File: src/rtl/crack_key_scheduler.sv
// crack_key_scheduler
//   Hands out candidate ARC4 keys 0..KEY_MAX in ascending order to a pool of NCORES crack
//   cores, one key per core per job, and stops the search on the first key a core reports
//   as yielding printable plaintext.
//
// Optional feature (compile-time macro CRACK_SCHED_ABORT_EN):
//   Adds output core_abort. In the cycle a find is latched, every other in-flight core is
//   told to abort so the drain finishes quickly. Aborted cores' core_found is ignored.
//
// Ports:
//   clk         system clock
//   rst_n       asynchronous active-low reset
//   en          start pulse, honoured only while rdy=1
//   rdy         idle and ready to accept en
//   key         winning key (0 when exhausted), held until the next accepted en
//   key_valid   1 = key found, 0 = key space exhausted; held until the next accepted en
//   core_en     one-cycle start pulse per core
//   core_key    candidate key per core, slice i = bits [i*KEY_W +: KEY_W]
//   core_rdy    per-core idle/finished
//   core_found  per-core result, valid while core_rdy=1 after a job
//   core_abort  (CRACK_SCHED_ABORT_EN only) per-core abort pulse
module crack_key_scheduler #(
  parameter int unsigned      NCORES  = 2,
  parameter int unsigned      KEY_W   = 24,
  parameter logic [KEY_W-1:0] KEY_MAX = 24'hFFFFFF
) (
  input  logic                    clk,
  input  logic                    rst_n,
  input  logic                    en,
  output logic                    rdy,
  output logic [KEY_W-1:0]        key,
  output logic                    key_valid,
  output logic [NCORES-1:0]       core_en,
  output logic [NCORES*KEY_W-1:0] core_key,
  input  logic [NCORES-1:0]       core_rdy,
  input  logic [NCORES-1:0]       core_found
`ifdef CRACK_SCHED_ABORT_EN
  ,
  output logic [NCORES-1:0]       core_abort
`endif
);

  localparam int unsigned IdxW = (NCORES > 1) ? $clog2(NCORES) : 1;

  typedef enum logic [1:0] {StIdle, StDispatch, StDrain} state_e;

  state_e state_q, state_d;

  logic [NCORES-1:0]            busy_q, busy_d;
  // Core was started last cycle; its core_rdy has not dropped yet and must not count.
  logic [NCORES-1:0]            just_q;
  // One extra bit so issuing KEY_MAX = all-ones cannot wrap the compare.
  logic [KEY_W:0]               next_q, next_d;
  logic [KEY_W-1:0]             key_q, key_d;
  logic                         valid_q, valid_d;
  logic [NCORES-1:0][KEY_W-1:0] ckey_q, ckey_d;

  logic [NCORES-1:0] complete, hits, eligible;
  logic              find, disp, last_issue;
  logic [IdxW-1:0]   find_idx, disp_idx;

  assign complete   = busy_q & core_rdy & ~just_q;
  assign hits       = complete & core_found;
  assign find       = ~valid_q & (|hits);
  // A core finishing this cycle is still busy, so it is only eligible next cycle.
  assign eligible   = ~busy_q & core_rdy;
  // No dispatch in the cycle a find is latched: the search is over.
  assign disp       = (state_q == StDispatch) & ~find & (|eligible);
  assign last_issue = disp & (next_q == {1'b0, KEY_MAX});

  // Lowest index wins for both the find and the dispatch target.
  always_comb begin
    find_idx = '0;
    disp_idx = '0;
    for (int i = NCORES - 1; i >= 0; i--) begin
      if (hits[i]) find_idx = IdxW'(i);
      if (eligible[i]) disp_idx = IdxW'(i);
    end
  end

  // Datapath next-state.
  always_comb begin
    busy_d  = busy_q & ~complete;
    ckey_d  = ckey_q;
    next_d  = next_q;
    key_d   = key_q;
    valid_d = valid_q;
    if (disp) begin
      busy_d[disp_idx] = 1'b1;
      ckey_d[disp_idx] = next_q[KEY_W-1:0];
      next_d           = next_q + (KEY_W + 1)'(1);
    end
    if (find) begin
      key_d   = ckey_q[find_idx];
      valid_d = 1'b1;
    end
    if ((state_q == StIdle) && en) begin
      next_d  = '0;
      key_d   = '0;
      valid_d = 1'b0;
    end
  end

  // FSM next-state.
  always_comb begin
    state_d = state_q;
    case (state_q)
      StIdle: begin
        if (en) state_d = StDispatch;
      end
      StDispatch: begin
        if (find || last_issue) state_d = (busy_d == '0) ? StIdle : StDrain;
      end
      StDrain: begin
        if (busy_d == '0) state_d = StIdle;
      end
      default: state_d = StIdle;
    endcase
  end

  // Outputs.
  always_comb begin
    rdy       = (state_q == StIdle);
    key       = key_q;
    key_valid = valid_q;
    core_en   = '0;
    if (disp) core_en[disp_idx] = 1'b1;
    // The dispatched slice shows its new key in the same cycle as its core_en.
    core_key  = ckey_d;
`ifdef CRACK_SCHED_ABORT_EN
    core_abort = find ? (busy_q & ~complete) : '0;
`endif
  end

  always_ff @(posedge clk or negedge rst_n) begin
    if (!rst_n) begin
      state_q <= StIdle;
    end else begin
      state_q <= state_d;
    end
  end

  always_ff @(posedge clk or negedge rst_n) begin
    if (!rst_n) begin
      busy_q  <= '0;
      just_q  <= '0;
      next_q  <= '0;
      key_q   <= '0;
      valid_q <= 1'b0;
      ckey_q  <= '0;
    end else begin
      busy_q  <= busy_d;
      just_q  <= core_en;
      next_q  <= next_d;
      key_q   <= key_d;
      valid_q <= valid_d;
      ckey_q  <= ckey_d;
    end
  end

endmodule

File: config.mk
export PLATFORM = sky130hd
export DESIGN_NAME = crack_key_scheduler
export DESIGN_NICKNAME = d
export VERILOG_FILES = /design/src/rtl/crack_key_scheduler.sv
export SDC_FILE = /design/constraint.sdc
export NUM_CORES = 1
export LEC_CHECK = 0
export ABC_CLOCK_PERIOD_IN_PS = 5800
export BUFFER_PORTS_ARGS = -buffer_cell sky130_fd_sc_hd__buf_2
export CORE_MARGIN = 5
export CORE_UTILIZATION = 40
export CTS_CLUSTER_SIZE = 20
export DETAILED_ROUTE_END_ITERATION = 6
export PLACE_DENSITY = 0.71
export SYNTH_ARGS = -nofsm -noshare
export SYNTH_HDL_FRONTEND = slang
export SYNTH_SLANG_ARGS = --single-unit
File: constraint.sdc
create_clock -name clk -period 5.8 [get_ports clk]
set_input_delay 0.58 -clock clk [delete_from_list [all_inputs] [get_ports clk]]
set_output_delay 0.58 -clock clk [all_outputs]
set_load 0.01 [all_outputs]
; Word-level counts from Yosys, hierarchy flattened
; Cells that the tools add are included.
[op_classes]
n_addsub = 1
magnitude_cmp = 3
n_eq_ne = 6
n_mux = 25
bitwise_logic = 15
n_reduce_logical = 10
[ops]
columns = op, n
row1 = 24-bit 2-to-1 mux, 5
row2 = 25-bit 2-to-1 mux, 2
row3 = 48-bit bitwise mux, 1
row4 = 48-bit 2-to-1 mux, 1
row5 = "25-bit by 1-bit adder with 25-bit output, second input constant", 1
row6 = "25-bit by 24-bit == test with 1-bit output, second input constant", 1
row7 = 24-bit demux with 1-bit select, 1
row8 = 2-bit 2-to-1 mux, 6
row9 = 2-bit bitwise AND, 5
row10 = 1-bit 2-to-1 mux, 7
row11 = 2-bit inverter, 3
row12 = 2-bit one-hot mux with 3 select lines, 1
row13 = 1-bit bitwise AND, 4
row14 = 2-bit zero test, 2
row15 = "1-bit by 2-bit < comparator with 1-bit output, second input constant", 2
row16 = "2-bit != test, second input constant", 2
row17 = 2-bit nonzero test, 2
row18 = 2-bit OR reduction, 2
row19 = 3-bit AND reduction, 1
row20 = "2-bit by 1-bit == test with 1-bit output, second input constant", 1
row21 = "2-bit == test, second input constant", 1
row22 = 1-bit logical AND, 2
row23 = "2-bit by 1-bit != test with 1-bit output, second input constant", 1
row24 = 1-bit inverter, 2
row25 = other kinds (4), 4
[word_totals]
ff_bits = 104
input_bits = 7
output_inout_bits = 76
word_cells = 68

; Logic depth before layout (Yosys ltp)
; Gate-level depths: netlist of the first run.
[logic_depth]
depth_word = 14
depth_mapped = 8
ltp_nobuf = 6

; Worst setup path before layout of the first run
; No wires, ideal clock.
[synth_timing]
path_type = input port to output port
startpoint = input core_rdy[1]
endpoint = output core_key[40]
arrival_time_ns = 2.033
t_required_ns = 5.220
path_slack_ns = 3.187
path_stages = 7
cell_sequence = nand4b_1 > a21o_1 > buf_2 > and4b_1 > buf_2 > buf_2 > mux2_2
[synth_via]
elab_chain_len = 9
elab_cells_between_ends = 19
classes_between = order compare (2) / mux (6) / bitwise (8) / reduce/logical (3)
[synth_lines]
columns = item, line
row1 = from (decl), 35  ; input logic [NCORES-1:0] core_rdy,
row2 = "2-bit bitwise AND, on equally long branches", "66, 62"
row3 = 1-bit 2-to-1 mux / 2-bit bitwise AND (equally long branches), "77, 62"
row4 = 1-bit 2-to-1 mux / 2-bit bitwise AND (equally long branches), "77, 63"
row5 = "1-bit by 2-bit < comparator with 1-bit output (not written as such), or another cell as far along", 90  ; ckey_d[disp_idx] = next_q[KEY_W-1:0];
row6 = 1-bit logical AND (not written as such) / 1-bit bitwise AND (equally long branches), "90, 64"
row7 = 24-bit 2-to-1 mux (not written as such) / 1-bit inverter (equally long branches), "90, 68"
row8 = 24-bit demux with 1-bit select / 1-bit bitwise AND (equally long branches), "90, 68"
row9 = 48-bit bitwise mux / 1-bit bitwise AND (equally long branches), "90, 68"
row10 = 48-bit 2-to-1 mux (*), 88  ; if (disp) begin
row11 = to (decl), 34  ; output logic [NCORES*KEY_W-1:0] core_key,
; Mark *: on every way between the ends. The rest lies on a longest branch, timed or not.

; Final worst setup path of the first run
[layout_timing]
startpoint = register busy_q[1]
endpoint = output core_key[44]
[layout_via]
elab_chain_len = 10
elab_cells_between_ends = 20
classes_between = order compare (2) / mux (6) / bitwise (9) / reduce/logical (3)
[layout_lines]
columns = item, line
row1 = from (decl), 49  ; logic [NCORES-1:0] busy_q, busy_d;
row2 = from (signal assigned), 152  ; busy_q <= busy_d;
row3 = 2-bit inverter, 66  ; assign eligible = ~busy_q & core_rdy;
row4 = 2-bit bitwise AND, 66
row5 = 1-bit 2-to-1 mux (2 in a row), 77  ; if (eligible[i]) disp_idx = IdxW'(i);
row6 = 1-bit by 2-bit < comparator with 1-bit output (not written as such) / 1-bit >= comparator (equally long branches), 90
row7 = 1-bit logical AND (not written as such), 90
row8 = 24-bit 2-to-1 mux (not written as such), 90
row9 = 24-bit demux with 1-bit select, 90
row10 = 48-bit bitwise mux, 90
row11 = 48-bit 2-to-1 mux (*), 88
; Marks and branches as above.

==> impl_metrics.py, run 1 <==
metrics = {
    "run_status": {
        "status": "finished clean",
    },
    "synthesis": {
        "postSynthNetCount": 393,
        "yosysWarnings": 0,
        "synthArstFlopShare_pct": 100,
        "yosys_most_used_dff": "sky130_fd_sc_hd__dfrtp_1",
        "post_synth_inst_count": 385,
        "synth.avg_cell_area_um2": 11.9,
        "yosysUniqueCellTypes": 38,
        "yosys_register_bits": 104,
        "synth-edff-count": 0,
        "netlist_area_um2": 4600,
        "seq_area_frac_synth_pct": 56.6,
    },
    "sta": {
        "finalCriticalPeriod_ns": 3.13,
        "maxSlewHeadroom_pct": 30.6,
        "timing.fmax_ghz": 0.319,
        "worst-slew-pin-transition_ns": 1.04,
        "timing_hold_violations_final": 0,
        "rsz0062_at_grt": "no",
        "final_min_period_over_clock_period_pct": 54.0,
        "total_negative_setup_slack_ns": 0,
        "finalSetupViolations": 0,
        "slew_viol_final": 0,
        "fin_skew_ns": 0.0101,
    },
    "final_layout": {
        "fillers": 1046,
        "layout_common_cells": "sky130_fd_sc_hd__dfrtp_1 (104), sky130_fd_sc_hd__buf_2 (81), sky130_fd_sc_hd__nor2_1 (48)",
        "num-nets-final": 468,
        "final_common_cell": "sky130_fd_sc_hd__dfrtp_1",
        "syn_to_final_growth_pct": 18.2,
        "final_cells": 608,
        "antenna_cells": 0,
        "layout_cells_sized_above_1_pct": 33.3,
    },
    "clock_tree": {
        "clk_path_buf_depth": 2,
        "cts_root_buf": "sky130_fd_sc_hd__clkbuf_16",
        "tritoncts": "yes",
        "numClockSinks": 104,
        "ctsHtreeMaxLevel": 3,
        "cts-buffers-inserted": 9,
        "post_cts.resized_instances": 0,
        "clk-insertion-delay-late_ns": 0.34,
        "cts.reportedPaths.clkPinSlew_ns": 0.07,
        "hold_buf_count_cts": 0,
        "cts_setup_buffers": 0,
    },
    "setup_path": {
        "reg_to_reg_start": "busy_q[1]$_DFF_PN0_",
        "cp_class": "flop to output pin",
        "critPathLaunchType": "flop",
        "critical_path_required_ns": 5.22,
        "worst_reg2reg_endpoint": "ckey_q[44]$_DFF_PN0_",
        "worstPathArrival_ns": 2.55,
        "timing.reg2reg.worst_path_depth": 5,
        "endpoint_type_of_the_worst_setup_path": "output pin",
        "path_max_fanout": 28,
        "reg2reg_setup_slack_ns": 3.61,
    },
    "grt": {
        "grt_antenna_before_repair": 0,
        "number_of_global_route_vias_before_repair": 3319,
        "grt_pass1_wl_mm": 17.7,
        "grt_start_max_net_pins": 75,
        "grt_use_total_pct": 16.5,
        "grt.overflow.total": 0,
    },
    "power": {
        "cell_area_power_density_nw_per_um2": 373,
        "post-layout-total-power_w": 0.00203,
        "max-vdd-ir-drop_uv": 295,
        "power_leakage_nw": 2.82,
    },
    "placed_design": {
        "hpwlAfterDp_mm": 6.97,
        "placed_cells": 592,
        "globalplace.congestion": 0.752,
        "io_buffers": 82,
    },
    "route": {
        "finalWirelength_mm": 10.7,
        "drt_first_iter_violations": 154,
        "detailroute.via_count": 3206,
        "detail_route.first_pass.iterations": 5,
        "detail_route.drc_violations": 0,
        "vias_per_cell": 5.27,
        "route.detailed.wl_per_inst_um": 17.5,
        "count_of_antenna_violating_nets_left_after_detailed_routing": 0,
    },
    "flow_run": {
        "drv_cap": 0,
    },
    "floorplanning": {
        "initial_core_util_pct": 40.6,
        "rows": 39,
        "floorplan.io_pins": 83,
        "chipHeight_um": 117,
        "die_width_um": 117,
        "fp.dieArea_um2": 13700,
        "core_area_um2": 11300,
    },
    "hold_path": {
        "worstHoldPathType": "primary input to async pin",
    },
}
[cells in the mapped netlist, types with 2 or more instances]
| cell type | instances | area, um2 |
|---|---|---|
| sky130_fd_sc_hd__and3_1 | 5 | 31.3 |
| sky130_fd_sc_hd__nor4_1 | 8 | 50.1 |
| sky130_fd_sc_hd__nor4b_1 | 2 | 17.5 |
| sky130_fd_sc_hd__buf_1 | 2 | 7.51 |
| sky130_fd_sc_hd__inv_1 | 5 | 18.8 |
| sky130_fd_sc_hd__mux2i_1 | 27 | 270 |
| sky130_fd_sc_hd__o31ai_1 | 2 | 15.0 |
| sky130_fd_sc_hd__nand2_1 | 18 | 67.6 |
| sky130_fd_sc_hd__buf_2 | 10 | 50.1 |
| sky130_fd_sc_hd__or4_1 | 2 | 15.0 |
| sky130_fd_sc_hd__nand3_1 | 9 | 45.0 |
| sky130_fd_sc_hd__dfrtp_1 | 104 | 2600 |
| sky130_fd_sc_hd__nor3_1 | 3 | 15.0 |
| sky130_fd_sc_hd__nand4b_1 | 4 | 35.0 |
| sky130_fd_sc_hd__nand2b_1 | 2 | 12.5 |
| sky130_fd_sc_hd__o21ai_0 | 6 | 30.0 |
| sky130_fd_sc_hd__nor2_1 | 48 | 180 |
| sky130_fd_sc_hd__a21o_1 | 2 | 15.0 |
| sky130_fd_sc_hd__mux2_2 | 46 | 518 |
| sky130_fd_sc_hd__a211oi_1 | 25 | 188 |
| sky130_fd_sc_hd__xor2_1 | 7 | 61.3 |
| sky130_fd_sc_hd__nand4_1 | 6 | 37.5 |
| sky130_fd_sc_hd__clkbuf_1 | 10 | 37.5 |
| sky130_fd_sc_hd__nor2b_1 | 3 | 18.8 |
| sky130_fd_sc_hd__xnor2_1 | 13 | 114 |
| sky130_fd_sc_hd__a21oi_1 | 4 | 20.0 |
[state kept, by name, summed over array words and instances, names as in the netlist]
register and cells:
key_valid 1, key 24, state_q 2, ckey_q 48, just_q 2, next_q 25, busy_q 2
[where the power goes]
part           total, W  internal (W)  switching, W
registers      0.000890      0.000823     0.0000672
clock network  0.000613      0.000346      0.000267
logic          0.000523      0.000206      0.000318
[through the flow]
stage	util [%]	setup slack, ns	area, um2	hold slack [ns]
floorplan	-	3.19	4600	0.284
global placement	45.3	2.76	5130	0.500
detailed placement	45.3	2.74	5130	0.512
CTS	48.0	2.65	5430	0.163
global route	48.0	2.49	5430	0.179
finish	48.0	2.67	5430	0.160
[per-layer routing]
metal  part of all wire, %  up-vias  GRT usage [%]
met4                   1.2        0           4.36
met1                    46     1600           23.3
met2                    48       69           26.3
met3                   4.4        9           3.19
met5                     0        -              0
li1                      -     1528              -
[worst max-delay path by stage]
stage	slack (ns)	endpoint	cells past startpoint	startpoint
finish	2.67	core_key[44]	6	busy_q[1]$_DFF_PN0_
global route	2.49	core_key[45]	6	busy_q[1]$_DFF_PN0_
CTS	2.65	core_key[45]	6	busy_q[1]$_DFF_PN0_
detailed placement	2.74	core_key[45]	7	core_rdy[1]
global placement	2.76	core_key[44]	7	core_rdy[1]
floorplan	3.19	core_key[40]	7	core_rdy[1]
[final cells by class]
type                            count  area (um2)  share of cell area, %
Clock buffer                       11         243                   4.47
Clock inverter                      5        56.3                   1.04
Inverter                            5        18.8                  0.345
Multi-Input combinational cell    253        1880                   34.7
Sequential cell                   104        2600                   47.9
Tap cell                          143         179                   3.29
Timing Repair Buffer               87         450                   8.29
[logic make-up (layout without fill, tap and decap cells)]
family	count (synthesis)	count (layout)	share of synthesized area, %
multiplexers	73	73	17.2
XOR/XNOR	20	20	3.81
AND/OR/NAND/NOR	117	117	12.9
buffers and inverters	28	108	2.72
AO/OA/AOI/OAI	42	42	6.48
adder cells (fa/ha/maj)	1	1	0.272
flip-flops	104	104	56.6
[critical path, stage by stage, from the launching register on]
cell and delay, ns:
sky130_fd_sc_hd__dfrtp_1 0.41, sky130_fd_sc_hd__nand4b_1 0.25, sky130_fd_sc_hd__a21o_1 0.39, sky130_fd_sc_hd__and4b_1 0.24
sky130_fd_sc_hd__buf_4 0.35, sky130_fd_sc_hd__mux2_2 0.41, sky130_fd_sc_hd__buf_2 0.14
(Power assumes the default switching activity.)
==> run 2, diff against run 1 <==
Settings changed: ABC_CLOCK_PERIOD_IN_PS 5800 to 2950.
Clock period 5.8 ns to 2.95 ns, I/O delays scaled along.
==> impl_metrics.py, run 2 (synthesized netlist as in run 1, its figures left out) <==
metrics = {
    "run_status": {
        "status": "finished, violations left",
        "failed_checks": "hold timing",
    },
    "placed_design": {
        "globalplace.congestion": 0.770,
        "io_buffers": 82,
        "hpwlAfterDp_mm": 7.31,
        "placed_cells": 596,
    },
    "grt": {
        "grt_antenna_before_repair": 0,
        "grt_start_max_net_pins": 54,
        "grt_use_total_pct": 15.9,
        "number_of_global_route_vias_before_repair": 3299,
        "grt_pass1_wl_mm": 17.0,
        "grt.overflow.total": 0,
    },
    "setup_path": {
        "reg2reg_setup_slack_ns": 0.80,
        "critical-path-max-stage-delay_ns": 0.41,
        "path_max_fanout": 28,
        "worst_path_dominant_cell_family": "simple AND/OR/NAND/NOR gates",
        "critical_path_required_ns": 2.65,
        "cp_class": "flop to output pin",
        "critPathBufInv": 2,
        "timing.critical_path.slowest_stage_cell": "sky130_fd_sc_hd__dfrtp_1",
        "crit_chain": "nand4b_1, a21o_1, and4b_1, buf_12, mux2_2, buf_2",
        "worstPathArrival_ns": 2.44,
        "critPathLaunchType": "flop",
        "endpoint_type_of_the_worst_setup_path": "output pin",
    },
    "clock_tree": {
        "tritoncts": "yes",
        "cts_setup_buffers": 0,
        "clk_path_buf_depth": 2,
        "numClockSinks": 104,
        "cts_root_buf": "sky130_fd_sc_hd__clkbuf_16",
        "cts.reportedPaths.clkPinSlew_ns": 0.07,
        "ctsHtreeMaxLevel": 3,
        "cts-buffers-inserted": 9,
        "hold_buf_count_cts": 0,
        "clk-insertion-delay-late_ns": 0.34,
        "post_cts.resized_instances": 0,
    },
    "sta": {
        "fin_skew_ns": 0.00851,
        "maxSlewHeadroom_pct": 39.3,
        "slew_viol_final": 0,
        "timing.fmax_ghz": 0.366,
        "finalCriticalPeriod_ns": 2.73,
        "hold_ws_ns": -0.00675,
        "final_min_period_over_clock_period_pct": 92.6,
        "finalSetupViolations": 0,
        "worst-slew-pin-transition_ns": 0.910,
        "total_negative_setup_slack_ns": 0,
        "rsz0062_at_grt": "no",
        "timing_hold_violations_final": 6,
    },
    "route": {
        "vias_per_cell": 5.26,
        "detail_route.first_pass.iterations": 6,
        "detail_route.drc_violations": 0,
        "route.detailed.wl_per_inst_um": 17.4,
        "drt_first_iter_violations": 200,
        "count_of_antenna_violating_nets_left_after_detailed_routing": 0,
        "finalWirelength_mm": 10.7,
        "detailroute.via_count": 3220,
    },
    "floorplanning": {
        "chipHeight_um": 117,
        "rows": 39,
        "initial_core_util_pct": 40.6,
        "core_area_um2": 11300,
        "floorplan.io_pins": 83,
        "die_width_um": 117,
        "fp.dieArea_um2": 13700,
    },
    "power": {
        "max-vdd-ir-drop_uv": 524,
        "power_leakage_nw": 2.87,
        "share_comb_of_total_power_pct": 25.6,
        "power_report.internal_total_w": 0.00290,
        "cell_area_power_density_nw_per_um2": 758,
        "power.share.clock_pct": 32.5,
        "netSwitchingFraction_pct": 30.8,
        "p_seq_share_pct": 41.9,
        "post-layout-total-power_w": 0.00419,
        "switching_power_w": 0.00129,
    },
    "final_layout": {
        "num-nets-final": 472,
        "syn_to_final_growth_pct": 20.2,
        "finalCoreUtilization_pct": 48.8,
        "layout_cells_sized_above_1_pct": 33.9,
        "layout_common_cells": "sky130_fd_sc_hd__dfrtp_1 (104), sky130_fd_sc_hd__buf_2 (81), sky130_fd_sc_hd__nor2_1 (48)",
        "top_register": "ckey_q",
        "final_common_cell": "sky130_fd_sc_hd__dfrtp_1",
        "final_cells": 612,
        "antenna_cells": 0,
        "largest_register_ffs": 48,
    },
    "flow_run": {
        "drv_cap": 0,
    },
    "hold_path": {
        "worstHoldPathType": "primary input to async pin",
    },
}
## run 2: per-stage QoR
step,setup WS (ns),instance area [um2]
CTS,0.197,5520
global placement,0.614,5180
finish,0.217,5520
global route,0.0931,5520
floorplan,0.806,4600
detailed placement,0.571,5180
## run 2: final timing paths
kind                       cells after the start                  from                     end
min reg2reg                                    1  ckey_q[35]$_DFF_PN0_    ckey_q[35]$_DFF_PN0_
min                                            1                 rst_n    ckey_q[27]$_DFF_PN0_
max reg2reg                                    5   busy_q[0]$_DFF_PN0_  next_q[23]$_DFFE_PN0P_
max in group asynchronous                      2                 rst_n      key[0]$_DFFE_PN0P_
max                                            6   busy_q[1]$_DFF_PN0_            core_key[38]
min in group clk                               3                    en  state_q[0]$_DFFE_PN0P_
## run 2: power groups by stage
stage | Combinational, W | Clock (W) | Sequential [W]
finish | 0.00107 | 0.00136 | 0.00175
global route | 0.00118 | 0.00144 | 0.00178
detailed placement | 0.00108 | 0 | 0.00178
global placement | 0.00105 | 0 | 0.00177
CTS | 0.00108 | 0.00140 | 0.00176
floorplan | 0.000636 | 0 | 0.00180
## run 2: routing by layer
layer  GRT usage, %  share of wire, %  up-vias
li1               -                 -     1531
met1           21.5                45     1589
met2           25.8                48       90
met3           3.39               5.8       10
met4           4.97              0.91        0
met5              0                 0        -
## run 2: layout make-up
class / instances / area (um2)
well taps: 143 / 179
multi-input cells: 253 / 1880
fillers: 1015 / 5800
clock inverters: 5 / 104
clock buffers: 11 / 243
repair buffers: 91 / 493
inverters: 5 / 18.8
flip-flops and latches: 104 / 2600
## run 2: worst reg2reg max path, delay by kind of cell (launching register included)
kind	cells	cell delay, ns
AOI/OAI and AO/OA	2	0.64
and+or+nand+nor	3	1.05
DFF	1	0.39
==> run 3, diff against run 2 <==
Settings changed: CORE_UTILIZATION 40 to 50, PLACE_DENSITY 0.71 to 0.84.
==> impl_metrics.py, run 3 (synthesized netlist as in run 1, its figures left out) <==
metrics = {
    "sta": {
        "rsz0062_at_grt": "no",
        "finalSetupViolations": 0,
        "fin_skew_ns": 0.0100,
        "hold_ws_ns": 0.0124,
        "slew_viol_final": 0,
        "finalCriticalPeriod_ns": 2.74,
        "worst-slew-pin-transition_ns": 0.959,
        "timing.fmax_ghz": 0.364,
        "total_negative_setup_slack_ns": 0,
        "timing_hold_violations_final": 0,
        "maxSlewHeadroom_pct": 36.1,
        "final_min_period_over_clock_period_pct": 93.0,
    },
    "final_layout": {
        "multi_input_comb_area_um2": 1880,
        "fillers": 777,
        "layout_common_cells": "sky130_fd_sc_hd__dfrtp_1 (104), sky130_fd_sc_hd__buf_2 (81), sky130_fd_sc_hd__nor2_1 (48)",
        "num-nets-final": 471,
        "largest_register_ffs": 48,
        "finish.instance_area_um2": 5330,
        "antenna_cells": 0,
        "layout_cells_sized_above_1_pct": 34.0,
        "final_common_cell": "sky130_fd_sc_hd__dfrtp_1",
        "register_area_um2": 2600,
        "syn_to_final_growth_pct": 16.0,
        "top_register": "ckey_q",
    },
    "clock_tree": {
        "ctsHtreeMaxLevel": 3,
        "cts.reportedPaths.clkPinSlew_ns": 0.10,
        "tritoncts": "yes",
        "hold_buf_count_cts": 0,
        "numClockSinks": 104,
        "cts_root_buf": "sky130_fd_sc_hd__clkbuf_8",
        "clk_path_buf_depth": 2,
        "cts_setup_buffers": 0,
        "cts-buffers-inserted": 9,
        "post_cts.resized_instances": 0,
        "clk-insertion-delay-late_ns": 0.36,
    },
    "grt": {
        "grt_busiest_layer": "met2",
        "number_of_global_route_vias_before_repair": 3395,
        "grt_use_met3_pct": 4.35,
        "grt_pass1_wl_mm": 16.8,
        "gr-usage-met1_pct": 24.2,
        "grt_use_total_pct": 18.6,
        "gr-usage-met2_pct": 31.9,
        "grt_start_max_net_pins": 63,
        "grt.overflow.total": 0,
        "grt_antenna_before_repair": 0,
    },
    "placed_design": {
        "io_buffers": 82,
        "globalplace.congestion": 0.806,
        "place_area_um2": 5130,
        "hpwlAfterDp_mm": 6.79,
    },
    "route": {
        "drt_first_iter_violations": 135,
        "route.detailed.wl_per_inst_um": 17.3,
        "vias_per_cell": 5.64,
        "detailroute.via_count": 3264,
        "count_of_antenna_violating_nets_left_after_detailed_routing": 0,
        "detail_route.drc_violations": 0,
        "finalWirelength_mm": 10.0,
        "detail_route.first_pass.iterations": 4,
    },
    "floorplanning": {
        "chipHeight_um": 106,
        "core_area_um2": 9110,
        "floorplan.io_pins": 83,
        "die_width_um": 106,
        "rows": 35,
        "initial_core_util_pct": 50.5,
        "fp.dieArea_um2": 11200,
    },
    "power": {
        "switching_power_w": 0.00127,
        "power_report.internal_total_w": 0.00244,
        "share_comb_of_total_power_pct": 28.2,
        "max-vdd-ir-drop_uv": 342,
        "power.share.clock_pct": 24.5,
        "cell_area_power_density_nw_per_um2": 696,
        "p_seq_share_pct": 47.2,
        "power_leakage_nw": 2.80,
        "netSwitchingFraction_pct": 34.3,
    },
    "setup_path": {
        "cp_class": "flop to output pin",
        "critical_path_required_ns": 2.65,
        "endpoint_type_of_the_worst_setup_path": "output pin",
        "timing.reg2reg.worst_path_depth": 6,
        "critPathLaunchType": "flop",
        "worst_reg2reg_endpoint": "next_q[12]$_DFFE_PN0P_",
        "path_max_fanout": 15,
        "reg2reg_setup_slack_ns": 0.75,
        "reg_to_reg_start": "just_q[0]$_DFF_PN0_",
        "worstPathArrival_ns": 2.45,
    },
    "hold_path": {
        "worstHoldPathType": "primary input to async pin",
    },
    "run_status": {
        "status": "finished clean",
    },
    "flow_run": {
        "drv_cap": 0,
    },
}
## run 3: cell types whose count changed in the layout (fill, tap and decap cells not counted), sizes merged
cell    change
bufinv      -2
buf         -1
clkbuf      -2
clkinv      +1
inv         +3
## run 3: through the flow
stage	cells	util, %	setup WS, ns	total power [W]
final	579	58.5	0.206	0.00371
after global routing	579	58.5	0.0813	0.00392
after CTS	579	58.5	0.206	0.00374
after detailed placement	563	56.3	0.611	0.00283
after global placement	563	56.3	0.650	0.00280
after floorplan	385	-	0.806	0.00244
## run 3: layout make-up
type,count,share of cell area [%]
Sequential cell,104,48.8
Multi-Input combinational cell,253,35.3
Timing Repair Buffer,90,9.11
Tap cell,111,2.61
Clock buffer,9,2.32
Clock inverter,7,1.46
Inverter,5,0.352
## run 3: routing by layer
| metal | vias up | share of wire (%) | routed length (um) |
|---|---|---|---|
| li1 | 1533 | - | - |
| met1 | 1631 | 45 | 4540 |
| met2 | 91 | 49 | 4920 |
| met3 | 9 | 4.5 | 451 |
| met4 | 0 | 0.83 | 83 |
| met5 | - | 0 | 0 |
## run 3: power groups by stage
stage | Combinational (W) | Clock (W) | Sequential [W]
floorplan | 0.000636 | 0 | 0.00180
global placement | 0.00103 | 0 | 0.00177
detailed placement | 0.00106 | 0 | 0.00178
CTS | 0.00106 | 0.000932 | 0.00175
global route | 0.00115 | 0.000996 | 0.00178
finish | 0.00105 | 0.000909 | 0.00175
## run 3: worst max-delay path: stages, from the launching register on
cell and delay, ns:
sky130_fd_sc_hd__dfrtp_1 0.42, sky130_fd_sc_hd__nand4b_1 0.24, sky130_fd_sc_hd__a21o_1 0.36, sky130_fd_sc_hd__and4b_1 0.29, sky130_fd_sc_hd__buf_4 0.25, sky130_fd_sc_hd__mux2_2 0.38
sky130_fd_sc_hd__buf_2 0.14
## run 3: worst max path at each step
stage                                   start           end  depth (start not counted)
after global routing      busy_q[1]$_DFF_PN0_  core_key[34]                          6
after CTS                 busy_q[1]$_DFF_PN0_  core_key[25]                          6
final                     busy_q[1]$_DFF_PN0_  core_key[38]                          6
after floorplan           busy_q[1]$_DFF_PN0_  core_key[40]                          7
after global placement            core_rdy[0]  core_key[38]                          7
after detailed placement          core_rdy[0]  core_key[38]                          7
